## src/rtl/pipe_ctrl_pkg.sv

```systemverilog
// Shared types and constants for the pipeline hazard/sequencing controller.
package pipe_ctrl_pkg;

   // MEM-stage access sequencer states
   typedef enum logic [1:0] {
      IDLE  = 2'd0,
      WAIT  = 2'd1,
      ERROR = 2'd2
   } state_t;

   // EX operand source selects
   localparam logic [1:0] FWD_RF  = 2'b00;
   localparam logic [1:0] FWD_WB  = 2'b01;
   localparam logic [1:0] FWD_MEM = 2'b10;

   // Pick the freshest producer of a source register; x0 is never forwarded.
   // MEM is younger than WB, so it wins when both match.
   function automatic logic [1:0] fwd_sel(input logic [4:0] rs,
                                          input logic [4:0] rd_m,
                                          input logic       wr_m,
                                          input logic [4:0] rd_w,
                                          input logic       wr_w);
      if (wr_m && (rd_m != 5'd0) && (rd_m == rs))
         return FWD_MEM;
      else if (wr_w && (rd_w != 5'd0) && (rd_w == rs))
         return FWD_WB;
      else
         return FWD_RF;
   endfunction

endpackage

```

## src/rtl/sat_counter.sv

```systemverilog
// Saturating up-counter used for the lost-cycle performance counters.
module sat_counter #(
   parameter int W = 16
) (
   input  logic         clk,
   input  logic         reset,
   input  logic         inc,
   output logic [W-1:0] count
);

   // Count events, holding at all-ones instead of wrapping
   always_ff @(posedge clk or posedge reset) begin
      if (reset)
         count <= '0;
      else if (inc && (count != '1))
         count <= count + W'(1);
   end

endmodule

```

## src/rtl/pipeline_hazard_ctrl.sv

```systemverilog
// Hazard and sequencing controller for the 5-stage RISC-V pipeline:
// forwarding selects, load-use and memory-wait stalls, branch flushes,
// MEM-stage request sequencing with a timeout watchdog, and lost-cycle counters.
module pipeline_hazard_ctrl
   import pipe_ctrl_pkg::*;
#(
   parameter int TIMEOUT = 255,
   parameter int CNT_W   = 16
) (
   input  logic             clk,
   input  logic             reset,
   input  logic [4:0]       Rs1D,
   input  logic [4:0]       Rs2D,
   input  logic [4:0]       Rs1E,
   input  logic [4:0]       Rs2E,
   input  logic [4:0]       RdE,
   input  logic [4:0]       RdM,
   input  logic [4:0]       RdW,
   input  logic             RegWriteM,
   input  logic             RegWriteW,
   input  logic             ResultSrcE0,
   input  logic             PCSrcE,
   input  logic             MemReqM,
   input  logic             dmem_ready,
   output logic             dmem_req,
   output logic [1:0]       ForwardAE,
   output logic [1:0]       ForwardBE,
   output logic             StallF,
   output logic             StallD,
   output logic             StallE,
   output logic             StallM,
   output logic             FlushD,
   output logic             FlushE,
   output logic             FlushW,
   output logic             mem_err,
   output logic [CNT_W-1:0] lw_stall_cnt,
   output logic [CNT_W-1:0] mem_wait_cnt
);

   localparam logic [CNT_W-1:0] TIMEOUT_C = CNT_W'(TIMEOUT);

   state_t           state;
   logic [CNT_W-1:0] wait_cnt;
   logic             lw_stall;
   logic             mem_stall;
   logic             in_error;

   // Operand forwarding into EX
   always_comb begin
      ForwardAE = fwd_sel(Rs1E, RdM, RegWriteM, RdW, RegWriteW);
      ForwardBE = fwd_sel(Rs2E, RdM, RegWriteM, RdW, RegWriteW);
   end

   // Hazard detection; the error state suppresses memory stalls and requests
   always_comb begin
      in_error  = (state == ERROR);
      lw_stall  = ResultSrcE0 && (RdE != 5'd0) && ((RdE == Rs1D) || (RdE == Rs2D));
      mem_stall = !in_error && MemReqM && !dmem_ready;
      dmem_req  = MemReqM && !in_error;
   end

   // Stall/flush priority: error freeze, then memory wait, then load-use/branch.
   // While waiting on memory a taken branch in EX is held by StallE, so its
   // flush simply appears once the stall releases.
   always_comb begin
      StallF = 1'b0;
      StallD = 1'b0;
      StallE = 1'b0;
      StallM = 1'b0;
      FlushD = 1'b0;
      FlushE = 1'b0;
      FlushW = 1'b0;
      if (in_error) begin
         StallF = 1'b1;
         StallD = 1'b1;
         StallE = 1'b1;
         StallM = 1'b1;
      end else if (mem_stall) begin
         StallF = 1'b1;
         StallD = 1'b1;
         StallE = 1'b1;
         StallM = 1'b1;
         FlushW = 1'b1;
      end else begin
         StallF = lw_stall;
         StallD = lw_stall;
         FlushE = lw_stall || PCSrcE;
         FlushD = PCSrcE;
      end
   end

   // MEM access sequencer with wait-timeout watchdog; ERROR holds until reset
   always_ff @(posedge clk or posedge reset) begin
      if (reset) begin
         state    <= IDLE;
         wait_cnt <= '0;
         mem_err  <= 1'b0;
      end else begin
         case (state)
            IDLE: begin
               if (MemReqM && !dmem_ready) begin
                  state    <= WAIT;
                  wait_cnt <= CNT_W'(1);
               end
            end
            WAIT: begin
               if (dmem_ready) begin
                  state    <= IDLE;
                  wait_cnt <= '0;
               end else if (wait_cnt == TIMEOUT_C) begin
                  state   <= ERROR;
                  mem_err <= 1'b1;
               end else begin
                  wait_cnt <= wait_cnt + CNT_W'(1);
               end
            end
            ERROR: begin
               mem_err <= 1'b1;
            end
            default: begin
               state    <= IDLE;
               wait_cnt <= '0;
            end
         endcase
      end
   end

   sat_counter #(.W(CNT_W)) u_lw_cnt (
      .clk   (clk),
      .reset (reset),
      .inc   (lw_stall && !mem_stall && !in_error),
      .count (lw_stall_cnt)
   );

   sat_counter #(.W(CNT_W)) u_mem_cnt (
      .clk   (clk),
      .reset (reset),
      .inc   (mem_stall),
      .count (mem_wait_cnt)
   );

endmodule

```

## config.mk

```make
export PLATFORM = sky130hd
export DESIGN_NAME = pipeline_hazard_ctrl
export DESIGN_NICKNAME = d
export VERILOG_FILES = /design/src/rtl/pipe_ctrl_pkg.sv /design/src/rtl/sat_counter.sv /design/src/rtl/pipeline_hazard_ctrl.sv
export SDC_FILE = /design/constraint.sdc
export NUM_CORES = 1
export LEC_CHECK = 0
export CAP_MARGIN = 20
export CORE_ASPECT_RATIO = 1.25
export CORE_MARGIN = 4
export CORE_UTILIZATION = 27
export CTS_BUF_LIST = sky130_fd_sc_hd__clkbuf_8 sky130_fd_sc_hd__clkbuf_16
export DETAILED_ROUTE_END_ITERATION = 10
export GPL_TIMING_DRIVEN = 1
export PLACE_DENSITY_LB_ADDON = 0.05
export SETUP_SLACK_MARGIN = 0.5
export SLEW_MARGIN = 20
export SYNTH_ARGS = -nofsm -noshare
export SYNTH_HDL_FRONTEND = slang
export SYNTH_HIERARCHICAL = 1
export SYNTH_SLANG_ARGS = --single-unit
```

## constraint.sdc

```tcl
create_clock -name clk -period 3.74 [get_ports clk]
set_input_delay 0.561 -clock clk [delete_from_list [all_inputs] [get_ports clk]]
set_output_delay 0.561 -clock clk [all_outputs]
set_load 0.1 [all_outputs]
```

==> results of run 1 <==
==> layout by cell type, fill, tap and decap left out, drive strengths merged, types with 4 or more instances in the layout <==
cell           synthesis  routed
clkdlybuf4s50          0      75
xnor2                 36      36
nor2                  18      18
nand4                 18      18
nand2                 29      29
and2                   6       6
a21oi                 16      16
nand3                 26      26
mux2                   4       4
buf                    4      13
nand2b                 5       5
o21ai                 13      13
and3                  11      11
nor3                   7       7
and4                   8       8
xor2                  18      18
dfrtp                 51      51
clkbuf                 3       5
nor4                   9       9
inv                    7       8
or4                    8       8
==> final timing paths <==
| path | to | startpoint | slack, ps | cells past startpoint |
|---|---|---|---|---|
| min in group asynchronous | u_lw_cnt/count[14]$_DFFE_PP0P_ | reset | 700 | 2 |
| hold / removal | state[0]$_DFFE_PP0P_ | state[1]$_DFFE_PP0P_ | 480 | 1 |
| hold reg to reg | state[0]$_DFFE_PP0P_ | state[1]$_DFFE_PP0P_ | 480 | 1 |
| setup reg to reg | u_mem_cnt/count[14]$_DFFE_PP0P_ | state[0]$_DFFE_PP0P_ | 1360 | 7 |
| max in group asynchronous | wait_cnt[7]$_DFFE_PP0P_ | reset | 2470 | 2 |
| setup / recovery | ForwardBE[0] | RdW[3] | 670 | 6 |
==> critical path, stage by stage <==
cell	delay (ps)
clkdlybuf4s50_1	560
or4_1	140
o21ai_0	90
or4_1	600
nor4_4	350
buf_12	210
==> cells by family (layout without fill, tap and decap cells) <==
kind of cell               Yosys count  after routing  share of synthesized area
xor gates and xnor gates            54             54                      0.152
and+or+nand+nor                    148            148                      0.288
muxes                                7              7                     0.0242
DFF                                 51             51                      0.411
buffers and inverters               14            103                     0.0242
adders and majority gates            3              3                     0.0121
AOI/OAI and AO/OA                   45             45                     0.0879
==> registers in the layout, summed over array words and instances (netlist names) <==
signal and count:
state 2, u_lw_cnt/count 16, wait_cnt 16, u_mem_cnt/count 16
mem_err 1
==> metrics by stage <==
step           std cells  worst slack (ps)
2_1_floorplan        322               491
3_3_place_gp         538               599
3_5_place_dp         538               528
4_1_cts              546               643
5_1_grt              546               550
6_report             546               667
==> power by group <==
part           internal, mW  switching, mW
Sequential            0.597         0.0734
Clock                 0.320          0.219
Combinational         0.198          0.487
==> final cells by class <==
cell class              count  area (µm²)
clock buffers               5         125
clock inverters             3        47.5
fillers                  1125        6810
inverters                   7        26.3
multi-input cells         257        1820
flip-flops and latches     51        1280
well taps                 135         169
repair buffers             88         911
==> metal layers <==
layer  track usage  wire [µm]
met4        0.0344         96
met3        0.0277        385
met2         0.237       4290
met5             0          0
met1         0.169       3770
==> reports/results.ini, run 1 <==
[timing]
fin_setup_tns_ps=0
worstMarginPinSlew_ps=988
rsz0062_at_grt=no
final.hold.worst_slack_ps=478
finalClockSkew_ps=6.29
post-route-min-period_ps=3070
fmax_mhz=325
min_period_over_period=0.822
setup_viol=0
maxSlewViolCount=0
hold_viol_final=0
slew_headroom=0.339

[grt]
grt_pass1_wl_um=14800
overflow=0
antenna_found_initial=0
grt_use_total=0.135
grt_pass1_vias=2857
grt_max_degree=20

[yosys]
yosysWarnings=6
synthDominantCellAreaShare=0.411
synthTopCellsByArea=dfrtp_1, xnor2_1, xor2_1, nand3_1, nand2_1
ys_ff_latch=51
async_reset_ff_frac=1.00
synth.distinct_cells=43
syn_area_per_cell_um2=9.64
yosys.area.top_type=dfrtp_1
synth-edff-count=0
netlist_instances=322
synth_fp_nets=368
seq_area_frac_synth=0.411
netlist_area_mm2=0.00310
yosysMostFrequentCell=dfrtp_1
ys.flop_type=dfrtp_1
synth_common_cells=dfrtp_1, xnor2_1, nand2_1

[final_layout]
num_antenna_cells=0
fin_util=0.391
drive_gt1_frac=0.119
final_area_mm2=0.00438
area_growth_pct=41.0
nets=456

[worst_setup_path]
end_kind=output pin
crit_fanout=3
worstPathArrival_ps=2510
critical_path_class=in -> out
cp-start-kind=primary input
cp_data_required_time_ps=3180

[clocking]
h-tree-depth=2
numCtsBuffers=5
path_clk_slew_ps=70
cts.sink_count=51
post_cts_buffers=0
cts_resized=0
clockRootBuffer=clkbuf_16
clk_path_buf_depth=2
clk_latency_ps=290
tritoncts=done
cts_hold_buffers=0

[power]
p_total_mw=1.89
vdd_drop_max_uv=288
p_leak_nw=1.79
p_per_area_mw_per_mm2=433

[hold_path]
min_path_type=reg -> reg

[route]
final_antenna_net_count=0
vias_per_cell=4.99
route.detailed.drc=0
vias=2723
drtPass1Iterations=4
routed_wl_um=8550
drt-wirelength-per-cell_um=15.7
drt_iter0_markers=95

[floorplanning]
core_area_mm2=0.0112
ioPinCount=88
die_h_um=128
rows=43
dieArea_mm2=0.0133
start_util=0.277
die_w_um=104

[placed_design]
gp_congestion=0.773
placed_area_mm2=0.00420
detailed_place_hpwl_um=6610
portBuffers=87

[run_status]
outcome=finished clean

[run]
maxCapViolCount=0

Power figures use the tool's default switching activity.
==> inputs of run 2 (changes only) <==
==> constraint.sdc (replaced) <==
create_clock -name clk -period 2.7 [get_ports clk]
set_input_delay 0.405 -clock clk [delete_from_list [all_inputs] [get_ports clk]]
set_output_delay 0.405 -clock clk [all_outputs]
set_load 0.1 [all_outputs]
==> run 2 against run 1 <==
  * Worst setup slack worse by 230 ps
  * Critical path type unchanged
  * Hold slack better by 10 ps
  * Utilization up 2.9 points
  * Count of clock-buffer cells in the layout up 1
  * First-iteration DRC count down 16%
  * Die area unchanged
  * Clock power up 22%
  * Sequential share of layout area down 1.9 points
  * Global-route usage down 0.98 points
  * Routed wire length down 5.2%
==> reports/results.ini, run 2 (synthesis gave the netlist of run 1 again) <==
[route]
vias=2766
drtPass1Iterations=6
vias_per_cell=4.87
final_antenna_net_count=0
drt-wirelength-per-cell_um=14.3
drt_iter0_markers=80
routed_wl_um=8100
route.detailed.drc=0

[power]
vdd_drop_max_uv=778
comb_power_share=0.380
p_total_mw=2.56
p_seq_frac=0.364
switching_share=0.419
switchingPower_mw=1.07
p_leak_nw=2.13
clockPowerShare=0.256
p_int_mw=1.49
p_per_area_mw_per_mm2=545

[worst_setup_path]
cp-start-kind=primary input
critical_path_class=in -> out
cp_data_required_time_ps=2300
end_kind=output pin
r2r_end=wait_cnt[5]$_DFFE_PP0P_
r2r-start=wait_cnt[12]$_DFFE_PP0P_
worstPathArrival_ps=1860
rrSetupSlack_ps=670
crit_fanout=2
r2r_cells=5

[grt]
grt_pass1_vias=2661
overflow=0
top_usage_layer=met2
met2_usage=0.196
antenna_found_initial=0
grt_max_degree=20
grt_use_total=0.125
grt_pass1_wl_um=13700
use_met3=0.0257
use_met1=0.176

[clocking]
tritoncts=done
numCtsBuffers=5
path_clk_slew_ps=60
clk_latency_ps=290
cts.sink_count=51
clk_path_buf_depth=2
cts_hold_buffers=0
h-tree-depth=2
clockRootBuffer=clkbuf_16

[timing]
fin_setup_tns_ps=0
fmax_mhz=441
rsz0062_at_grt=yes
setup_viol=0
min_period_over_period=0.839
slew_headroom=0.500
finalClockSkew_ps=7.40
post-route-min-period_ps=2270
hold_viol_final=0
worstMarginPinSlew_ps=749
maxSlewViolCount=0

[floorplanning]
rows=43
die_h_um=128
start_util=0.277
die_w_um=104
ioPinCount=88
core_area_mm2=0.0112
dieArea_mm2=0.0133

[final_layout]
num_antenna_cells=0
nets=478
final_common_cell=buf_4
reg_top3=u_lw_cnt/count: 16 flops, u_mem_cnt/count: 16 flops, wait_cnt: 16 flops
area_growth_pct=51.4
drive_gt1_frac=0.349
final_cell_mix=buf_4, dfrtp_1, xnor2_1, nand2_1, nand3_1

[run_status]
outcome=finished clean

[placed_design]
detailed_place_hpwl_um=6290
gp_congestion=0.755
portBuffers=87

[hold_path]
hold_path_end=mem_err$_DFFE_PP0P_
min_path_type=reg -> reg
worstHoldPathCells=1
hp-start=mem_err$_DFFE_PP0P_

[run]
maxCapViolCount=0

-- run 2: cell types whose count changed in the layout (fill, tap and decap cells not counted), sizes merged --
cell and change:
buf +62, bufinv -1, clkbuf +11, clkdlybuf4s15 +8
clkdlybuf4s50 -69, clkinvlp +1, dlygate4sd2 +6, dlymetal6s2s +5
inv -1
-- run 2: cell type report --
type                       instances  area [µm²]
tap                              135         169
multi-input combinational        257        2000
clock buffer                       6         139
clock inverter                     2        16.3
sequential                        51        1280
inverter                           7        26.3
fill                            1113        6490
timing repair buffer             110        1070
-- run 2: per-layer routing --
metal | vias to the layer above | routed length [µm]
met3 | 6 | 343
met4 | 0 | 85
li1 | 1390 | -
met5 | - | 0
met2 | 74 | 3610
met1 | 1296 | 4060
-- run 2: critical path: stages --
cell and delay [ps]:
buf_6 90, or4_4 530, o21ai_4 200, nor4_4 90, nor4_4 320, buf_12 210
-- run 2: power groups by stage --
stage	Sequential, mW	Clock [mW]	Combinational, mW
finish	0.933	0.655	0.974
global route	0.948	0.716	1.02
CTS	0.933	0.686	0.978
detailed placement	0.945	0	0.980
global placement	0.948	0	0.977
floorplan	1.33	0	0.290
-- run 2: how the worst max path moves through the flow --
stage | from | end | slack (ps) | cells past startpoint
CTS | RdW[1] | ForwardAE[0] | 410 | 6
global placement | RdW[2] | ForwardBE[0] | -0.3 | 6
finish | RdM[4] | ForwardBE[0] | 430 | 6
detailed placement | RdW[2] | ForwardAE[0] | -20 | 6
global route | RdM[1] | ForwardBE[0] | 400 | 6
floorplan | RdM[1] | ForwardAE[0] | -60 | 4
-- run 2: through the flow --
step	hold WS, ps	std cells	util	setup slack [ps]	instance area, µm²
floorplan	319	322	-	-61.2	3320
global placement	467	555	0.399	-0.298	4470
detailed placement	474	555	0.399	-19.1	4470
CTS	489	567	0.417	413	4660
global route	502	568	0.420	396	4700
finish	488	568	0.420	435	4700
-- run 2: timing repair --
item	4_1_cts	5_1_grt
setup endpoints to repair	15	16
pin swaps	20	21
resized for setup	54	57
buffers inserted	4	1
